==> config.mk <==
export PLATFORM = sky130hd
export DESIGN_NAME = mem_rd_arbiter_flat
export DESIGN_NICKNAME = d
export VERILOG_FILES = /design/src/rtl/mem_rd_arbiter_pkg.sv /design/src/rtl/mem_rd_arbiter_if.sv /design/src/rtl/mem_rd_arbiter.sv /design/src/flat_wrapper.sv
export SDC_FILE = /design/constraint.sdc
export NUM_CORES = 1
export LEC_CHECK = 0
export ABC_AREA = 0
export CORE_MARGIN = 10
export CORE_UTILIZATION = 25
export CTS_BUF_LIST = sky130_fd_sc_hd__clkbuf_4
export CTS_CLUSTER_SIZE = 20
export DETAILED_ROUTE_END_ITERATION = 8
export GPL_TIMING_DRIVEN = 0
export PLACE_DENSITY = 0.68
export SYNTH_ARGS = -nofsm -noshare
export SYNTH_HDL_FRONTEND = slang
export SYNTH_SLANG_ARGS = --single-unit
export TNS_END_PERCENT = 20
==> constraint.sdc <==
create_clock -name clk -period 2.19 [get_ports clk]
set_clock_uncertainty 0.2 [all_clocks]
set_input_delay 0.657 -clock clk [delete_from_list [all_inputs] [get_ports clk]]
set_output_delay 0.657 -clock clk [all_outputs]
set_load 0.02 [all_outputs]
==> src/rtl/mem_rd_arbiter_pkg.sv <==
// Shared constants and types for the I/D refill read arbiter.
// Holds FSM encodings, owner IDs and fixed AXI AR attributes.
package mem_rd_arbiter_pkg;

   typedef enum logic [1:0] {
      ST_IDLE = 2'd0,
      ST_ADDR = 2'd1,
      ST_DATA = 2'd2
   } arb_state_t;

   localparam logic       OWN_I            = 1'b0;
   localparam logic       OWN_D            = 1'b1;
   localparam logic [2:0] AXI_SIZE_8B      = 3'b011;
   localparam logic [1:0] AXI_BURST_INCR   = 2'b01;
   localparam int         DEF_STARVE_LIMIT = 4;

endpackage

==> src/rtl/mem_rd_arbiter_if.sv <==
// Signal bundle between the two refill engines, the arbiter and the AXI read channel.
// The master modport is the arbiter's view; slave is the surrounding environment.
interface mem_rd_arbiter_if #(
   parameter int ADDR_WIDTH = 32,
   parameter int DATA_WIDTH = 64
);
   logic                  ic_req_valid_i, dc_req_valid_i;
   logic                  ic_req_ready_o, dc_req_ready_o;
   logic [ADDR_WIDTH-1:0] ic_req_addr_i,  dc_req_addr_i;
   logic [7:0]            ic_req_len_i,   dc_req_len_i;
   logic                  ic_abort_i;
   logic                  ic_rsp_valid_o, dc_rsp_valid_o;
   logic                  ic_rsp_ready_i, dc_rsp_ready_i;
   logic [DATA_WIDTH-1:0] rsp_data_o;
   logic                  rsp_last_o;
   logic                  rsp_err_o;
   logic                  m_arvalid_o;
   logic                  m_arready_i;
   logic [ADDR_WIDTH-1:0] m_araddr_o;
   logic [7:0]            m_arlen_o;
   logic [2:0]            m_arsize_o;
   logic [1:0]            m_arburst_o;
   logic                  m_arid_o;
   logic                  m_rvalid_i;
   logic                  m_rready_o;
   logic [DATA_WIDTH-1:0] m_rdata_i;
   logic [1:0]            m_rresp_i;
   logic                  m_rlast_i;

   modport master (
      input  ic_req_valid_i, dc_req_valid_i, ic_req_addr_i, dc_req_addr_i,
             ic_req_len_i, dc_req_len_i, ic_abort_i, ic_rsp_ready_i, dc_rsp_ready_i,
             m_arready_i, m_rvalid_i, m_rdata_i, m_rresp_i, m_rlast_i,
      output ic_req_ready_o, dc_req_ready_o, ic_rsp_valid_o, dc_rsp_valid_o,
             rsp_data_o, rsp_last_o, rsp_err_o, m_arvalid_o, m_araddr_o,
             m_arlen_o, m_arsize_o, m_arburst_o, m_arid_o, m_rready_o
   );

   modport slave (
      output ic_req_valid_i, dc_req_valid_i, ic_req_addr_i, dc_req_addr_i,
             ic_req_len_i, dc_req_len_i, ic_abort_i, ic_rsp_ready_i, dc_rsp_ready_i,
             m_arready_i, m_rvalid_i, m_rdata_i, m_rresp_i, m_rlast_i,
      input  ic_req_ready_o, dc_req_ready_o, ic_rsp_valid_o, dc_rsp_valid_o,
             rsp_data_o, rsp_last_o, rsp_err_o, m_arvalid_o, m_araddr_o,
             m_arlen_o, m_arsize_o, m_arburst_o, m_arid_o, m_rready_o
   );
endinterface

==> src/rtl/mem_rd_arbiter.sv <==
// Shares one AXI read channel between I-cache and D-cache refills, one burst at a time.
// D has priority; a starvation counter forces an I grant after STARVE_LIMIT D grants.
module mem_rd_arbiter
   import mem_rd_arbiter_pkg::*;
#(
   parameter int ADDR_WIDTH   = 32,
   parameter int DATA_WIDTH   = 64,
   parameter int STARVE_LIMIT = DEF_STARVE_LIMIT
) (
   input  logic            clk,
   input  logic            rst,
   mem_rd_arbiter_if.master bus
);
   localparam int SCW = $clog2(STARVE_LIMIT + 1);

   arb_state_t            r_state, w_state_nxt;
   logic                  r_owner;
   logic [ADDR_WIDTH-1:0] r_addr;
   logic [7:0]            r_len;
   logic                  r_abort;
   logic [SCW-1:0]        r_starve_cnt;

   logic                  w_ic_gnt, w_dc_gnt;
   logic                  w_starved, w_ic_ok;
   logic                  w_abort, w_rready, w_own_rdy;
   logic [DATA_WIDTH-1:0] w_rdata;

   assign w_starved = (r_starve_cnt == SCW'(STARVE_LIMIT));
   assign w_ic_ok   = bus.ic_req_valid_i & ~bus.ic_abort_i;

   // The abort also takes effect in the cycle it is raised, so the beat on the bus then is drained too.
   assign w_abort   = r_abort | ((r_state != ST_IDLE) & (r_owner == OWN_I) & bus.ic_abort_i);
   assign w_own_rdy = (r_owner == OWN_D) ? bus.dc_rsp_ready_i : bus.ic_rsp_ready_i;
   assign w_rready  = (r_state == ST_DATA) & (w_abort | w_own_rdy);
   assign w_rdata   = bus.m_rdata_i;

   always_ff @(posedge clk) begin
      if (!rst) r_state <= ST_IDLE;
      else      r_state <= w_state_nxt;
   end

   always_comb begin
      w_state_nxt = r_state;
      w_ic_gnt    = 1'b0;
      w_dc_gnt    = 1'b0;
      case (r_state)
         ST_IDLE: begin
            if (rst) begin
               if (w_ic_ok && (!bus.dc_req_valid_i || w_starved)) w_ic_gnt = 1'b1;
               else if (bus.dc_req_valid_i)                        w_dc_gnt = 1'b1;
            end
            if (w_ic_gnt || w_dc_gnt) w_state_nxt = ST_ADDR;
         end
         ST_ADDR: if (bus.m_arready_i) w_state_nxt = ST_DATA;
         ST_DATA: if (bus.m_rvalid_i && w_rready && bus.m_rlast_i) w_state_nxt = ST_IDLE;
         default: w_state_nxt = ST_IDLE;
      endcase
   end

   always_ff @(posedge clk) begin
      if (!rst) begin
         r_owner      <= OWN_I;
         r_addr       <= '0;
         r_len        <= '0;
         r_abort      <= 1'b0;
         r_starve_cnt <= '0;
      end else begin
         if (w_ic_gnt) begin
            r_owner      <= OWN_I;
            r_addr       <= bus.ic_req_addr_i;
            r_len        <= bus.ic_req_len_i;
            r_starve_cnt <= '0;
         end else if (w_dc_gnt) begin
            r_owner <= OWN_D;
            r_addr  <= bus.dc_req_addr_i;
            r_len   <= bus.dc_req_len_i;
            if (bus.ic_req_valid_i && !w_starved) r_starve_cnt <= r_starve_cnt + SCW'(1);
         end
         if (w_state_nxt == ST_IDLE) r_abort <= 1'b0;
         else if (w_abort)           r_abort <= 1'b1;
      end
   end

   assign bus.ic_req_ready_o = w_ic_gnt;
   assign bus.dc_req_ready_o = w_dc_gnt;

   assign bus.m_arvalid_o = (r_state == ST_ADDR);
   assign bus.m_araddr_o  = r_addr;
   assign bus.m_arlen_o   = r_len;
   assign bus.m_arid_o    = r_owner;
   assign bus.m_arsize_o  = AXI_SIZE_8B;
   assign bus.m_arburst_o = AXI_BURST_INCR;

   assign bus.m_rready_o     = w_rready;
   assign bus.ic_rsp_valid_o = (r_state == ST_DATA) & (r_owner == OWN_I) & bus.m_rvalid_i & ~w_abort;
   assign bus.dc_rsp_valid_o = (r_state == ST_DATA) & (r_owner == OWN_D) & bus.m_rvalid_i;
   assign bus.rsp_data_o     = w_rdata;
   assign bus.rsp_last_o     = bus.m_rlast_i;
   assign bus.rsp_err_o      = bus.m_rresp_i[1];

endmodule

==> src/flat_wrapper.sv <==
// flat-port wrapper written by rule: the top's interface ports become plain ports
module mem_rd_arbiter_flat import mem_rd_arbiter_pkg::*;
#(
   parameter int ADDR_WIDTH   = 32,
   parameter int DATA_WIDTH   = 64,
   parameter int STARVE_LIMIT = DEF_STARVE_LIMIT
)
  (clk, rst, bus_ic_req_valid_i, bus_dc_req_valid_i, bus_ic_req_addr_i, bus_dc_req_addr_i, bus_ic_req_len_i, bus_dc_req_len_i, bus_ic_abort_i, bus_ic_rsp_ready_i, bus_dc_rsp_ready_i, bus_m_arready_i, bus_m_rvalid_i, bus_m_rdata_i, bus_m_rresp_i, bus_m_rlast_i, bus_ic_req_ready_o, bus_dc_req_ready_o, bus_ic_rsp_valid_o, bus_dc_rsp_valid_o, bus_rsp_data_o, bus_rsp_last_o, bus_rsp_err_o, bus_m_arvalid_o, bus_m_araddr_o, bus_m_arlen_o, bus_m_arsize_o, bus_m_arburst_o, bus_m_arid_o, bus_m_rready_o);
  mem_rd_arbiter_if #(.ADDR_WIDTH(ADDR_WIDTH), .DATA_WIDTH(DATA_WIDTH)) bus_i ();
  input  logic clk;
  input  logic rst;
  input wire logic [$bits(bus_i.ic_req_valid_i)-1:0] bus_ic_req_valid_i;
  input wire logic [$bits(bus_i.dc_req_valid_i)-1:0] bus_dc_req_valid_i;
  input wire logic [$bits(bus_i.ic_req_addr_i)-1:0] bus_ic_req_addr_i;
  input wire logic [$bits(bus_i.dc_req_addr_i)-1:0] bus_dc_req_addr_i;
  input wire logic [$bits(bus_i.ic_req_len_i)-1:0] bus_ic_req_len_i;
  input wire logic [$bits(bus_i.dc_req_len_i)-1:0] bus_dc_req_len_i;
  input wire logic [$bits(bus_i.ic_abort_i)-1:0] bus_ic_abort_i;
  input wire logic [$bits(bus_i.ic_rsp_ready_i)-1:0] bus_ic_rsp_ready_i;
  input wire logic [$bits(bus_i.dc_rsp_ready_i)-1:0] bus_dc_rsp_ready_i;
  input wire logic [$bits(bus_i.m_arready_i)-1:0] bus_m_arready_i;
  input wire logic [$bits(bus_i.m_rvalid_i)-1:0] bus_m_rvalid_i;
  input wire logic [$bits(bus_i.m_rdata_i)-1:0] bus_m_rdata_i;
  input wire logic [$bits(bus_i.m_rresp_i)-1:0] bus_m_rresp_i;
  input wire logic [$bits(bus_i.m_rlast_i)-1:0] bus_m_rlast_i;
  output wire logic [$bits(bus_i.ic_req_ready_o)-1:0] bus_ic_req_ready_o;
  output wire logic [$bits(bus_i.dc_req_ready_o)-1:0] bus_dc_req_ready_o;
  output wire logic [$bits(bus_i.ic_rsp_valid_o)-1:0] bus_ic_rsp_valid_o;
  output wire logic [$bits(bus_i.dc_rsp_valid_o)-1:0] bus_dc_rsp_valid_o;
  output wire logic [$bits(bus_i.rsp_data_o)-1:0] bus_rsp_data_o;
  output wire logic [$bits(bus_i.rsp_last_o)-1:0] bus_rsp_last_o;
  output wire logic [$bits(bus_i.rsp_err_o)-1:0] bus_rsp_err_o;
  output wire logic [$bits(bus_i.m_arvalid_o)-1:0] bus_m_arvalid_o;
  output wire logic [$bits(bus_i.m_araddr_o)-1:0] bus_m_araddr_o;
  output wire logic [$bits(bus_i.m_arlen_o)-1:0] bus_m_arlen_o;
  output wire logic [$bits(bus_i.m_arsize_o)-1:0] bus_m_arsize_o;
  output wire logic [$bits(bus_i.m_arburst_o)-1:0] bus_m_arburst_o;
  output wire logic [$bits(bus_i.m_arid_o)-1:0] bus_m_arid_o;
  output wire logic [$bits(bus_i.m_rready_o)-1:0] bus_m_rready_o;
  assign bus_i.ic_req_valid_i = bus_ic_req_valid_i;
  assign bus_i.dc_req_valid_i = bus_dc_req_valid_i;
  assign bus_i.ic_req_addr_i = bus_ic_req_addr_i;
  assign bus_i.dc_req_addr_i = bus_dc_req_addr_i;
  assign bus_i.ic_req_len_i = bus_ic_req_len_i;
  assign bus_i.dc_req_len_i = bus_dc_req_len_i;
  assign bus_i.ic_abort_i = bus_ic_abort_i;
  assign bus_i.ic_rsp_ready_i = bus_ic_rsp_ready_i;
  assign bus_i.dc_rsp_ready_i = bus_dc_rsp_ready_i;
  assign bus_i.m_arready_i = bus_m_arready_i;
  assign bus_i.m_rvalid_i = bus_m_rvalid_i;
  assign bus_i.m_rdata_i = bus_m_rdata_i;
  assign bus_i.m_rresp_i = bus_m_rresp_i;
  assign bus_i.m_rlast_i = bus_m_rlast_i;
  assign bus_ic_req_ready_o = bus_i.ic_req_ready_o;
  assign bus_dc_req_ready_o = bus_i.dc_req_ready_o;
  assign bus_ic_rsp_valid_o = bus_i.ic_rsp_valid_o;
  assign bus_dc_rsp_valid_o = bus_i.dc_rsp_valid_o;
  assign bus_rsp_data_o = bus_i.rsp_data_o;
  assign bus_rsp_last_o = bus_i.rsp_last_o;
  assign bus_rsp_err_o = bus_i.rsp_err_o;
  assign bus_m_arvalid_o = bus_i.m_arvalid_o;
  assign bus_m_araddr_o = bus_i.m_araddr_o;
  assign bus_m_arlen_o = bus_i.m_arlen_o;
  assign bus_m_arsize_o = bus_i.m_arsize_o;
  assign bus_m_arburst_o = bus_i.m_arburst_o;
  assign bus_m_arid_o = bus_i.m_arid_o;
  assign bus_m_rready_o = bus_i.m_rready_o;
  mem_rd_arbiter #(.ADDR_WIDTH(ADDR_WIDTH), .DATA_WIDTH(DATA_WIDTH), .STARVE_LIMIT(STARVE_LIMIT)) u_core (.clk(clk), .rst(rst), .bus(bus_i));
endmodule
Yosys cells after proc, flatten, opt, wreduce, memory -nomap -nowiden
Index checks and enable logic that the tools add are counted.
{"block": "classes", "add_sub_neg": 1, "n_eq_ne": 3, "muxes": 18, "bitwise_logic": 15, "reduce_logical": 15}
{"cell": "two-way mux 32 bit", "count": 2}
{"cell": "two-way mux 8 bit", "count": 2}
{"cell": "two-way mux 1 bit", "count": 10}
{"cell": "bitwise AND 1 bit", "count": 9}
{"cell": "two-way mux 2 bit", "count": 3}
{"cell": "case mux 2 bit (3 select lines)", "count": 1}
{"cell": "logical AND 1 bit", "count": 4}
{"cell": "logical NOT 2 bit", "count": 2}
{"cell": "NOT 1 bit", "count": 4}
{"cell": "nonzero test 2 bit", "count": 2}
{"cell": "OR reduction 2 bit", "count": 2}
{"cell": "adder 3 x 1 -> 3 bit, second input constant", "count": 1}
{"cell": "== test 3 bit, second input constant", "count": 1}
{"cell": "== test 2 x 1 -> 1 bit, second input constant", "count": 1}
{"cell": "== test 2 bit, second input constant", "count": 1}
{"cell": "logical NOT 1 bit", "count": 2}
{"cell": "logical OR 1 bit", "count": 2}
{"cell": "bitwise OR 1 bit", "count": 2}
{"cell": "AND reduction 2 bit", "count": 1}
{"block": "word_totals", "reg_bits": 47, "input_bits": 156, "output_inout_bits": 118, "elab_cells": 58}

Longest topological paths before layout
{"block": "depth", "word_depth": 12, "depth_mapped": 7, "ltp_nobuf": 6}

Worst setup path after synthesis
No wires, ideal clock.
{"block": "synth_path", "kind": "input to output", "from": "input bus_ic_abort_i", "to": "output bus_ic_req_ready_o", "arrival_ps": 1511, "required_ps": 1333, "slack_ps": -178, "cell_stages": 4, "path_buffers": 1, "path_cell_list": "and2b_1 -> nand3_2 -> buf_2 -> nor2_1"}
{"block": "synth_between", "elab_chain_cells": 7}
{"item": "start: declaration", "line": "flat_wrapper.sv:18", "source": "input wire logic [$bits(bus_i.ic_abort_i)-1:0] bus_ic_abort_i;"}
{"item": "NOT 1 bit", "line": "mem_rd_arbiter.sv:29", "source": "assign w_ic_ok = bus.ic_req_valid_i & ~bus.ic_abort_i;"}
{"item": "bitwise AND 1 bit", "line": "mem_rd_arbiter.sv:29"}
{"item": "logical AND 1 bit", "line": "mem_rd_arbiter.sv:49", "source": "if (w_ic_ok && (!bus.dc_req_valid_i || w_starved)) w_ic_gnt = 1'b1;"}
{"item": "two-way mux 1 bit", "line": "mem_rd_arbiter.sv:49"}
{"item": "two-way mux 1 bit", "line": "mem_rd_arbiter.sv:48", "source": "if (rst) begin"}
{"item": "two-way mux 1 bit (2 in a row)", "line": "mem_rd_arbiter.sv:46", "source": "case (r_state)"}
{"item": "end: declaration", "line": "flat_wrapper.sv:26", "source": "output wire logic [$bits(bus_i.ic_req_ready_o)-1:0] bus_ic_req_ready_o;"}
No other way between the ends. The select of a mux whose other input is x is not followed.

Worst setup path in the final report
{"block": "layout_path", "from": "input bus_ic_rsp_ready_i", "to": "output bus_m_rready_o"}
{"block": "layout_between", "elab_chain_cells": 3}
{"item": "start: declaration", "line": "flat_wrapper.sv:19", "source": "input wire logic [$bits(bus_i.ic_rsp_ready_i)-1:0] bus_ic_rsp_ready_i;"}
{"item": "two-way mux 1 bit", "line": "mem_rd_arbiter.sv:33", "source": "assign w_own_rdy = (r_owner == OWN_D) ? bus.dc_rsp_ready_i : bus.ic_rsp_ready_i;"}
{"item": "bitwise OR 1 bit", "line": "mem_rd_arbiter.sv:34", "source": "assign w_rready = (r_state == ST_DATA) & (w_abort | w_own_rdy);"}
{"item": "bitwise AND 1 bit", "line": "mem_rd_arbiter.sv:34"}
{"item": "end: declaration", "line": "flat_wrapper.sv:39", "source": "output wire logic [$bits(bus_i.m_rready_o)-1:0] bus_m_rready_o;"}
No other way between the ends.

==> impl.org <==
** Layout
- The repair_antennas step left the layout with diodes totalling 0.
- From synthesis to final layout, the design area changed by 82.5%.
- Count of nets after finishing :: between 700 and 800
- Of the cells placed in the final design, the portion with a size suffix greater than 1 is 0.339.
- Post-Layout Cell Count :: about 700
- Measured on the finished design, the core utilization comes to 0.469.

** Clocking
- The clock passes through at most 2 buffers.
- Depth of the CTS H-tree :: 2
- Counting every sink on the clock net gives 47.
- Cts hold-fix bufs :: 0
- TritonCTS built the clock tree.
- Clock latency on the worst-skew pair :: approximately 0.35 ns
- TritonCTS created 5 clock buffers.
- Clock transition at the register clock pins on the worst setup and hold paths after CTS :: roughly 0.14 ns
- Clock Root Buffer :: clkbuf_4

** Routing
- The routed design has 11800 um of wire.
- The first TritonRoute pass finished after 4 iterations.
- Remaining number of nets flagged by the antenna check after routing :: 0
- Mean number of vias per cell :: roughly 4.4
- After detailed routing, the number of remaining DRC violations is 0.
- Wire per inst :: 16.8 um
- Routed vias :: slightly above 3k
- Iteration-0 DRC count of the detailed router :: 126

** Power
- Power spread over the standard cell area amounts to ~470 nW/um^2.
- VDD sags by at most roughly 0.00019 V.
- Switch Pwr :: roughly 0.77 mW
- Share of total power in the clock network :: 0.171
- Summed over all cells, the static leakage comes to 2.25 nW.
- Part of the total power dissipated in combinational logic :: 0.408
- Overall power :: about 2.3 mW
- Of the total power, registers draw 0.421.
- Cell internal power was estimated by the tool at between 1.5 and 2 mW.
- Net switching fraction of the power :: 0.336

** Timing
- Max-slew violations :: 0
- Derived from the worst setup path, the maximum achievable clock frequency is about 430 MHz.
- Final WS setup :: -0.131 ns
- Setup repair after global routing could not meet its margin everywhere.
- Setup total negative slack on the finished layout was measured at -0.315 ns.
- The final hold violation count is 0.
- Final setup violation count :: 3
- Minimum period implied by the final worst setup slack :: approximately 2.3 ns
- Period utilization :: 1.06

** Setup path
- Slowest CP cell :: dlygate4sd2_1
- Delay of the slowest cell on the worst path :: around 0.24 ns
- Worst r2r src :: u_core.r_starve_cnt[0]
- Data arrives at the worst endpoint at 1.46 ns.
- Cell-by-cell listing of the critical path :: dlygate4sd2_1 > nor2b_4 > a211oi_2 > nor2_1 > buf_4
- Startpoint type of the worst setup path :: primary input
- End of the worst register-to-register path :: u_core.bus.m_araddr_o[27]
- Cell depth of the worst flop-to-flop path :: 8
- Broken down by cell family, the worst path's largest delay share belongs to buffers and inverters.
- Largest fanout on the critical path :: 2
- Worst setup slack for register-to-register paths :: slightly below 0.4 ns
- Endpoint kind of the worst setup timing path :: primary output
- Required time of the worst setup path :: between 1 and 1.5 ns
- The number of buffers and inverters on the critical path is 2.
- In this run the number of cells on the critical path is 5.
- Worst setup path class :: primary input to primary output

** Min path
- Type of the most critical hold path :: flop to flop
- Depth of the worst hold-timing path :: 2
- Hold Crit Start :: u_core.bus.m_araddr_o[26]
- Endpoint, Worst Hold :: u_core.bus.m_araddr_o[26]

** Floorplanning
- IO Count :: between 200 and 300
- Horiz. Die Dim :: 123 um
- Starting density of the core :: 0.257
- Floorplan die height :: ~120 um
- Core region area :: approximately 10000 sq um
- In this run the core area contains 37 standard-cell rows.
- Die area :: about 15000 sq um

** Place
- The HPWL after detailed placement is around 9600 um.
- Last weighted congestion value of the routability-driven placer :: around 0.8
- Count of port buffers added during placement :: roughly 200
- Placed cell count :: roughly 690

** Synthesis
- A synthesized cell averages 7.73 sq um.
- After synthesis, the netlist uses 33 different library cells.
- Synthesized cell area :: 2670 sq um
- The share of the Yosys chip area taken by registers is 0.353.
- The most used flip-flop cell after synthesis is dfxtp_1.
- After technology mapping, the gate count stands at between 300 and 400.
- In this run, synthesis inferred 0 flip-flops with an integrated enable.
- Yosys printed 0 warnings.
- Proportion of synthesized flip-flops having asynchronous set or reset :: 0
- Number of synthesized register bits :: 47

** Global routing
- In the global route stage, overall resource usage came out at 0.143.
- Global routing finished with a remaining overflow of 0.
- Antenna violations before repair :: 0
- Global-route wire length before repair :: approximately 18000 um
- Entering global routing, the biggest net connects 14 pins.
- The number of global-route vias before repair is roughly 3.4k.

** Job
- Max-cap violations in this run came to 0.

** Run status
- Run status :: finished, violations left
- The checks that failed: setup timing.
registers in the layout, summed over array words and instances, names as in the netlist:
name / flops
u_core.bus.m_arlen_o: 8
u_core.bus.m_arid_o: 1
u_core.r_state: 2
u_core.r_abort: 1
u_core.r_starve_cnt: 3
u_core.bus.m_araddr_o: 32
through the flow:
stage	hold WS, ns	setup slack, ns	instance area, sq um
after CTS	0.284	-0.186	4950
after detailed placement	0.267	-1.17	4880
after global placement	0.262	-1.15	4880
after floorplan	0.290	0.0180	2700
final	0.280	-0.131	4870
after global routing	0.304	-0.197	4870
logic make-up (layout without fill, tap and decap cells):
group                    Yosys count  count (layout)  synth area share
XOR/XNOR                           2               2           0.00657
AND/OR/NAND/NOR                  106             106             0.174
other                              2               5           0.00282
multiplexers                       1               1           0.00375
adder cells (fa/ha/maj)            2               2           0.00938
buffers and inverters             96             311             0.252
AO/OA/AOI/OAI                     89              89             0.199
flip-flops                        47              47             0.353
tightest hold or removal path: stages (launching register included):
cell	delay (ns)
dfxtp_1	0.33
nand2_1	0.05
a31oi_1	0.07
synth_stat cells (all sizes together) (3+ instances only):
cell    instances  area share
a31oi          40       0.096
buf            89        0.24
clkbuf          4      0.0056
dfxtp          47        0.35
inv             3      0.0042
nand2          84        0.12
nand3           3       0.011
nor2            7       0.011
nor2b           3      0.0070
o21ai          40       0.075
timing repair:
action	in CTS	in global routing
cloned	0	0
gates resized for setup	134	42
pin swaps	9	6
setup endpoints to repair	66	45
buffers inserted	7	1
worst max-delay path by stage:
stage,from,end,slack (ns)
global route,u_core.r_starve_cnt[0],bus_dc_req_ready_o,-0.20
floorplan,bus_ic_abort_i,bus_ic_req_ready_o,0.02
global placement,bus_ic_req_valid_i,bus_ic_req_ready_o,-1.15
detailed placement,bus_ic_req_valid_i,bus_ic_req_ready_o,-1.17
CTS,u_core.r_starve_cnt[0],bus_ic_req_ready_o,-0.19
finish,bus_ic_rsp_ready_i,bus_m_rready_o,-0.13
routing by layer:
| metal | routed length, um | track usage | share of wire |
|---|---|---|---|
| met4 | 23 | 0.0175 | 0.0020 |
| met5 | 0 | 0 | 0 |
| met3 | 1310 | 0.0588 | 0.11 |
| met2 | 5980 | 0.259 | 0.51 |
| met1 | 4440 | 0.157 | 0.38 |
power groups by stage:
| stage | Combinational [mW] | Sequential (mW) | Clock [mW] |
|---|---|---|---|
| final | 0.937 | 0.967 | 0.392 |
| after global routing | 1.01 | 0.977 | 0.454 |
| after CTS | 0.963 | 0.967 | 0.428 |
| after detailed placement | 0.978 | 0.989 | 0 |
| after global placement | 0.970 | 0.985 | 0 |
| after floorplan | 0.402 | 1.06 | 0 |
cell type report:
type,count,area [sq um]
buffer,92,656
clock buffer,5,37.5
clock inverter,2,8.76
fill,1057,5500
inverter,3,11.3
multi-input combinational,205,1160
sequential,47,955
tap,136,170
timing repair buffer,209,1870
placed cells by master (no fill, tap or decap), types with 2 or more instances in the layout:
cell	instances
buf_4	145
clkdlybuf4s50_1	89
nand2_1	84
dlygate4sd2_1	44
dfxtp_1	42
a31oi_1	39
o21ai_1	31
buf_2	12
o21ai_0	9
nor2_1	5
conb_1	5
clkbuf_4	5
clkbuf_1	4
dlymetal6s2s_1	3
buf_6	3
dfxtp_4	3
nor2_4	2
nand3_4	2
inv_2	2
nor2b_4	2
o21a_1	2
dfxtp_2	2
(Power assumes the default switching activity.)
